[src/rtl/trng_pkg.sv]
// Shared definitions for the TRNG consumer path.
// Contents:
//   state_t         - entropy_reader control states
//   BYTE_W          - width of a packed output byte
//   DEF_FIFO_DEPTH  - default output FIFO depth (power of two, >= 2)
//   DEF_RCT_CUTOFF  - default repetition-count failure threshold (2..255)
package trng_pkg;

    localparam int BYTE_W         = 8;
    localparam int DEF_FIFO_DEPTH = 4;
    localparam int DEF_RCT_CUTOFF = 8;

    typedef enum logic [1:0] {
        IDLE    = 2'd0,
        COLLECT = 2'd1,
        HOLD    = 2'd2,
        FAIL    = 2'd3
    } state_t;

endpackage

[src/rtl/entropy_fifo.sv]
// Synchronous first-word-fall-through byte FIFO.
// Ports:
//   clk, rst    - clock, asynchronous active-high reset
//   push        - write push_data (accepted when not full, or full with a pop)
//   push_data   - byte to write
//   pop         - remove the head entry (ignored when empty)
//   flush       - empty the FIFO; wins over push and pop in the same cycle
//   head        - current head entry, 0 while empty
//   full, empty - occupancy flags
//   level       - number of stored entries
module entropy_fifo
    import trng_pkg::*;
#(
    parameter int DEPTH = DEF_FIFO_DEPTH
) (
    input  logic                       clk,
    input  logic                       rst,
    input  logic                       push,
    input  logic [BYTE_W-1:0]          push_data,
    input  logic                       pop,
    input  logic                       flush,
    output logic [BYTE_W-1:0]          head,
    output logic                       full,
    output logic                       empty,
    output logic [$clog2(DEPTH+1)-1:0] level
);

    localparam int AW    = $clog2(DEPTH);
    localparam int LVL_W = $clog2(DEPTH + 1);

    localparam logic [AW-1:0]    PTR_ONE  = AW'(1);
    localparam logic [LVL_W-1:0] LVL_ONE  = LVL_W'(1);
    localparam logic [LVL_W-1:0] LVL_FULL = LVL_W'(DEPTH);

    logic [BYTE_W-1:0] mem_q [DEPTH];
    logic [AW-1:0]     wr_ptr_q;
    logic [AW-1:0]     rd_ptr_q;
    logic [LVL_W-1:0]  level_q;

    logic do_push;
    logic do_pop;

    assign empty   = (level_q == '0);
    assign full    = (level_q == LVL_FULL);
    assign do_pop  = pop && !empty && !flush;
    assign do_push = push && !flush && (!full || do_pop);

    // NOTE: storage has no reset; only pointers and level define validity,
    // so head is masked to 0 while the FIFO is empty.
    always_ff @(posedge clk) begin
        if (do_push) begin
            mem_q[wr_ptr_q] <= push_data;
        end
    end

    // NOTE: sequential state uses non-blocking assignments so every register
    // samples pre-edge values regardless of statement order.
    always_ff @(posedge clk or posedge rst) begin
        if (rst) begin
            wr_ptr_q <= '0;
            rd_ptr_q <= '0;
            level_q  <= '0;
        end else if (flush) begin
            wr_ptr_q <= '0;
            rd_ptr_q <= '0;
            level_q  <= '0;
        end else begin
            if (do_push) begin
                wr_ptr_q <= wr_ptr_q + PTR_ONE;
            end
            if (do_pop) begin
                rd_ptr_q <= rd_ptr_q + PTR_ONE;
            end
            if (do_push && !do_pop) begin
                level_q <= level_q + LVL_ONE;
            end else if (do_pop && !do_push) begin
                level_q <= level_q - LVL_ONE;
            end
        end
    end

    assign head  = empty ? '0 : mem_q[rd_ptr_q];
    assign level = level_q;

endmodule

[src/rtl/entropy_reader.sv]
// Consumer end of the TRNG raw-bit stream: repetition-count health test,
// von Neumann debiasing, MSB-first byte packing and an output FIFO.
// Ports:
//   clk, rst     - clock, asynchronous active-high reset
//   en           - collection enable
//   raw_bit      - raw entropy bit, qualified by raw_valid
//   raw_valid    - one-cycle strobe marking raw_bit valid
//   rd_data      - FIFO head byte (first-word fall-through)
//   rd_valid     - FIFO non-empty and not failed
//   rd_ready     - consumer accepts rd_data when rd_valid is high
//   fifo_level   - current FIFO occupancy
//   health_fail  - sticky repetition-count failure flag
//   clr_fail     - pulse clearing health_fail (only acts in FAIL)
module entropy_reader
    import trng_pkg::*;
#(
    parameter int FIFO_DEPTH = DEF_FIFO_DEPTH,
    parameter int RCT_CUTOFF = DEF_RCT_CUTOFF
) (
    input  logic                            clk,
    input  logic                            rst,
    input  logic                            en,
    input  logic                            raw_bit,
    input  logic                            raw_valid,
    output logic [BYTE_W-1:0]               rd_data,
    output logic                            rd_valid,
    input  logic                            rd_ready,
    output logic [$clog2(FIFO_DEPTH+1)-1:0] fifo_level,
    output logic                            health_fail,
    input  logic                            clr_fail
);

    localparam int BC_W = $clog2(BYTE_W);

    localparam logic [7:0]      RCT_ONE   = 8'd1;
    localparam logic [7:0]      RCT_LIMIT = 8'(RCT_CUTOFF);
    localparam logic [BC_W-1:0] BC_ONE    = BC_W'(1);
    localparam logic [BC_W-1:0] BC_LAST   = BC_W'(BYTE_W - 1);

    state_t            state_q,     state_d;
    logic              prev_bit_q,  prev_bit_d;
    logic [7:0]        rct_cnt_q,   rct_cnt_d;
    logic              phase_q,     phase_d;
    logic              first_bit_q, first_bit_d;
    logic [BYTE_W-1:0] shift_q,     shift_d;
    logic [BC_W-1:0]   bit_cnt_q,   bit_cnt_d;

    logic              fifo_push;
    logic [BYTE_W-1:0] fifo_push_data;
    logic              fifo_pop;
    logic              fifo_flush;
    logic              fifo_full;
    logic              fifo_empty;
    logic [BYTE_W-1:0] fifo_head;
    logic              fifo_space;
    logic [7:0]        rct_next;
    logic [BYTE_W-1:0] shifted;

    assign rd_valid    = !fifo_empty && (state_q != FAIL);
    assign fifo_pop    = rd_valid && rd_ready;
    // A full FIFO still takes a byte when the head leaves on the same edge.
    assign fifo_space  = !fifo_full || fifo_pop;
    assign health_fail = (state_q == FAIL);

    always_comb begin
        // NOTE: every combinational output gets a default first, so no path
        // through the case statement can leave one unassigned (no latches).
        state_d        = state_q;
        prev_bit_d     = prev_bit_q;
        rct_cnt_d      = rct_cnt_q;
        phase_d        = phase_q;
        first_bit_d    = first_bit_q;
        shift_d        = shift_q;
        bit_cnt_d      = bit_cnt_q;
        fifo_push      = 1'b0;
        fifo_push_data = shift_q;
        fifo_flush     = 1'b0;
        rct_next       = (raw_bit == prev_bit_q) ? rct_cnt_q + RCT_ONE : RCT_ONE;
        shifted        = {shift_q[BYTE_W-2:0], first_bit_q};

        unique case (state_q)
            IDLE: begin
                if (en) begin
                    state_d = COLLECT;
                end
            end

            COLLECT: begin
                if (!en) begin
                    state_d   = IDLE;
                    bit_cnt_d = '0;
                    phase_d   = 1'b0;
                end else if (raw_valid) begin
                    prev_bit_d = raw_bit;
                    rct_cnt_d  = rct_next;
                    if (rct_next == RCT_LIMIT) begin
                        // Flush on the entry edge so a concurrent pop is lost.
                        state_d    = FAIL;
                        fifo_flush = 1'b1;
                        bit_cnt_d  = '0;
                        phase_d    = 1'b0;
                        shift_d    = '0;
                    end else if (!phase_q) begin
                        first_bit_d = raw_bit;
                        phase_d     = 1'b1;
                    end else begin
                        phase_d = 1'b0;
                        // Unequal pair emits its first bit (10 -> 1, 01 -> 0).
                        if (raw_bit != first_bit_q) begin
                            shift_d = shifted;
                            if (bit_cnt_q == BC_LAST) begin
                                bit_cnt_d      = '0;
                                fifo_push_data = shifted;
                                if (fifo_space) begin
                                    fifo_push = 1'b1;
                                end else begin
                                    state_d = HOLD;
                                end
                            end else begin
                                bit_cnt_d = bit_cnt_q + BC_ONE;
                            end
                        end
                    end
                end
            end

            HOLD: begin
                // The completed byte waits in shift_q; strobes are dropped.
                phase_d = 1'b0;
                if (!en) begin
                    state_d   = IDLE;
                    bit_cnt_d = '0;
                end else if (fifo_space) begin
                    fifo_push = 1'b1;
                    state_d   = COLLECT;
                end
            end

            FAIL: begin
                fifo_flush = 1'b1;
                bit_cnt_d  = '0;
                phase_d    = 1'b0;
                shift_d    = '0;
                if (clr_fail) begin
                    rct_cnt_d = '0;
                    state_d   = en ? COLLECT : IDLE;
                end
            end

            default: begin
                state_d = IDLE;
            end
        endcase
    end

    always_ff @(posedge clk or posedge rst) begin
        if (rst) begin
            state_q     <= IDLE;
            prev_bit_q  <= 1'b0;
            rct_cnt_q   <= '0;
            phase_q     <= 1'b0;
            first_bit_q <= 1'b0;
            shift_q     <= '0;
            bit_cnt_q   <= '0;
        end else begin
            state_q     <= state_d;
            prev_bit_q  <= prev_bit_d;
            rct_cnt_q   <= rct_cnt_d;
            phase_q     <= phase_d;
            first_bit_q <= first_bit_d;
            shift_q     <= shift_d;
            bit_cnt_q   <= bit_cnt_d;
        end
    end

    entropy_fifo #(
        .DEPTH (FIFO_DEPTH)
    ) u_fifo (
        .clk       (clk),
        .rst       (rst),
        .push      (fifo_push),
        .push_data (fifo_push_data),
        .pop       (fifo_pop),
        .flush     (fifo_flush),
        .head      (fifo_head),
        .full      (fifo_full),
        .empty     (fifo_empty),
        .level     (fifo_level)
    );

    assign rd_data = fifo_head;

endmodule

[config.mk]
export PLATFORM = sky130hd
export DESIGN_NAME = entropy_reader
export DESIGN_NICKNAME = d
export VERILOG_FILES = /design/src/rtl/trng_pkg.sv /design/src/rtl/entropy_fifo.sv /design/src/rtl/entropy_reader.sv
export SDC_FILE = /design/constraint.sdc
export NUM_CORES = 1
export LEC_CHECK = 0
export BUFFER_PORTS_ARGS = -buffer_cell sky130_fd_sc_hd__buf_4
export CORE_MARGIN = 2
export CORE_UTILIZATION = 40
export CTS_CLUSTER_DIAMETER = 120
export DETAILED_ROUTE_END_ITERATION = 7
export MAX_ROUTING_LAYER = met4
export SKIP_CTS_REPAIR_TIMING = 1
export SYNTH_ARGS = -nofsm -noshare
export SYNTH_HDL_FRONTEND = slang
export SYNTH_SLANG_ARGS = --single-unit
[constraint.sdc]
create_clock -name clk -period 3.56 [get_ports clk]
set_clock_uncertainty 0.1 [all_clocks]
set_input_delay 0.178 -clock clk [delete_from_list [all_inputs] [get_ports clk]]
set_output_delay 0.178 -clock clk [all_outputs]
set_load 0.005 [all_outputs]
==> flow_summary.json <==
{
  "worstReg2RegStart": "rct_cnt_q[0]",
  "synth_area_mm2": 0.003412,
  "slew_headroom_pct": 51.35,
  "synth_edf_count": 32,
  "via_per_inst": 5.618,
  "drive_gt1_share_pct": 23.51,
  "critPathMaxFanout": 8,
  "slowest_delay_ps": 440,
  "startpoint_type": "register",
  "r2r_slack_ps": 210,
  "vias": 2382,
  "initial_core_util_pct": 41.32,
  "power_w": 0.002659,
  "critPathLaunch": "rct_cnt_q[0]",
  "outcome": "complete, no violations",
  "fillers": 764,
  "max_clock_freq_mhz": 298.9,
  "coreArea_mm2": 0.008258,
  "layout_common_cells": "32 x edfxtp_1, 31 x dfrtp_1, 25 x buf_4",
  "hold_class": "in2reg",
  "grt_pass1_wl_um": 11500,
  "globalRouteTotalUtil_pct": 16.90,
  "cpMostUsedCell": "nor4b_2",
  "htreeDepth": 3,
  "cp-end-kind": "register",
  "whs_ps": 4.060,
  "ant_nets": 0,
  "diodes": 0,
  "crit_chain": "ha_2 -> xor2_1 -> nor4b_2 -> and4_2 -> and2_4 -> a211oi_4 -> and2_1 -> fa_1 -> nor4b_2 -> a31oi_1 -> and3_1 -> mux2i_1",
  "path_class": "reg2reg",
  "wl_per_cell_um": 16.59,
  "cts_buffer_depth": 2,
  "synth_cells": 288,
  "port-buffer-count": 19,
  "synth-seq-cells": 63,
  "multiInputGateArea_mm2": 0.001612,
  "r2r_end": "u_fifo.level[2]",
  "globalplace.congestion": 0.8601,
  "syn2layout_area_growth_pct": 14.96,
  "drtPass1Iterations": 4,
  "cts_buffers": 9,
  "cts-root-buf": "clkbuf_8",
  "rr_worst_depth": 12,
  "drtIter0Drc": 117,
  "worst_pin_slew_ps": 727.0,
  "wirelength_um": 7035,
  "irDropWorstVdd_uv": 249.7,
  "p_per_area_mw_per_mm2": 677.9,
  "cp.arrival_ps": 3480,
  "fp.dieH_um": 96.36,
  "nets": 334,
  "dp_hpwl_um": 4879,
  "drc_errors": 0,
  "ys_warn_count": 0,
  "die_w_um": 96.36,
  "synth.avg_cell_area_um2": 11.85,
  "overflow": 0,
  "ys_seq_area_share_pct": 50.90,
  "cts_sinks": 63,
  "crit_end": "u_fifo.level[2]",
  "ys.flop_type": "edfxtp_1",
  "fin_crit_ps": 3345,
  "cts_tree": "built",
  "synthArstFlopShare_pct": 49.21,
  "grt_max_degree": 32,
  "clkTransAtPathRegs_ps": 80,
  "total_leakage_power_nw": 1.522,
  "required_ps": 3690,
  "mostFrequentLayoutCell": "edfxtp_1",
  "dieArea_mm2": 0.009285,
  "syn_nets": 308,
  "hold_viol_final": 0,
  "ff_latch_area_mm2": 0.001737,
  "io-pin-count": 20,
  "rsz0062_at_grt": "false",
  "fin_crit_sh_pct": 93.96,
  "grt_pass1_vias": 2272,
  "setup_viol": 0,
  "row_count": 33,
  "maxSlewViolCount": 0,
  "antenna_found_initial": 0,
  "fin_tns_setup_ps": 0,
  "slowest_stage": "dfrtp_1",
  "insertion_delay_ps": 340,
  "synth_cell_type_count": 58,
  "cap_violations": 0
}
cell usage after synthesis (all sizes together) (3+ instances only):
master,count,area [um^2]
a21o,3,23.77
a21oi,4,20.02
a22o,11,96.34
a31oi,5,31.28
and2,7,46.30
and3,6,38.79
buf,6,31.28
clkbuf,5,18.77
dfrtp,31,775.7
edfxtp,32,960.9
ha,12,150.1
inv,11,41.29
mux2,9,101.4
mux2i,6,60.06
mux4,8,180.2
nand2,24,92.59
nand2b,4,25.02
nand3,3,15.01
nand4,8,50.05
nor2,18,67.56
nor2b,12,75.07
nor3,8,40.04
nor4,3,18.77
o21ai,14,70.06
o31ai,3,22.52
xnor2,3,26.28
xor2,4,35.03
layer usage:
| layer | GRT usage (%) | wire [um] | vias to the layer above |
|---|---|---|---|
| li1 | - | - | 1137 |
| met1 | 21.35 | 3322 | 1193 |
| met2 | 26.74 | 3427 | 44 |
| met3 | 4.072 | 220 | 8 |
| met4 | 5.751 | 65 | 0 |
| met5 | - | 0 | - |
final cells by class:
class | instances | area share (%)
Sequential cell | 63 | 44.27
Multi-Input combinational cell | 203 | 41.08
Timing Repair Buffer | 26 | 5.040
Tap cell | 105 | 3.349
Clock buffer | 9 | 3.158
Clock inverter | 7 | 2.041
Inverter | 11 | 1.053
sequential cells by signal, indices dropped and copies added (netlist names):
name and cells:
phase_q 1, prev_bit_q 1, rct_cnt_q 8, u_fifo.wr_ptr_q 2, u_fifo.level 3, u_fifo.rd_ptr_q 2
u_fifo.mem_q 32, state_q 2, shift_q 8, bit_cnt_q 3, first_bit_q 1
cell families after synthesis:
group,share of synthesized area [%]
simple gates,16.17
buf+inv,2.677
flops,50.90
mux,10.01
fa+ha+maj,4.987
xor+xnor,1.797
compound gates,13.46
power by group:
group	switching [W]	internal [W]
clock	0.000307	0.000330
sequential	0.000191	0.000934
combinational	0.000410	0.000487
metrics by stage:
step / cells / utilization, % / setup WS, ps / area, um^2
2_1_floorplan: 288 / - / 313.1 / 3412
3_3_place_gp: 407 / 44.58 / 163.8 / 3681
3_5_place_dp: 407 / 44.58 / 14.68 / 3681
4_1_cts: 423 / 47.05 / -20.05 / 3885
5_1_grt: 424 / 47.50 / 23.73 / 3923
6_report: 424 / 47.50 / 214.9 / 3923
critical path, delay by kind of cell, from the launching register on:
family | cells | cell delay, ps
flops | 1 | 440
mux | 1 | 110
xor+xnor | 1 | 180
fa+ha+maj | 2 | 700
compound gates | 2 | 140
simple gates | 6 | 1570
worst min path at each step:
stage                               to  slack, ps  startpoint  depth (start not counted)
final                       prev_bit_q          4     raw_bit                          3
after floorplan           bit_cnt_q[0]        180         rst                          1
after detailed placement  rct_cnt_q[4]        200         rst                          3
after global routing        prev_bit_q         10     raw_bit                          3
after CTS                 bit_cnt_q[1]       -180         rst                          3
after global placement    rct_cnt_q[5]        200         rst                          3
No activity file was read; power rests on OpenSTA's default activity.
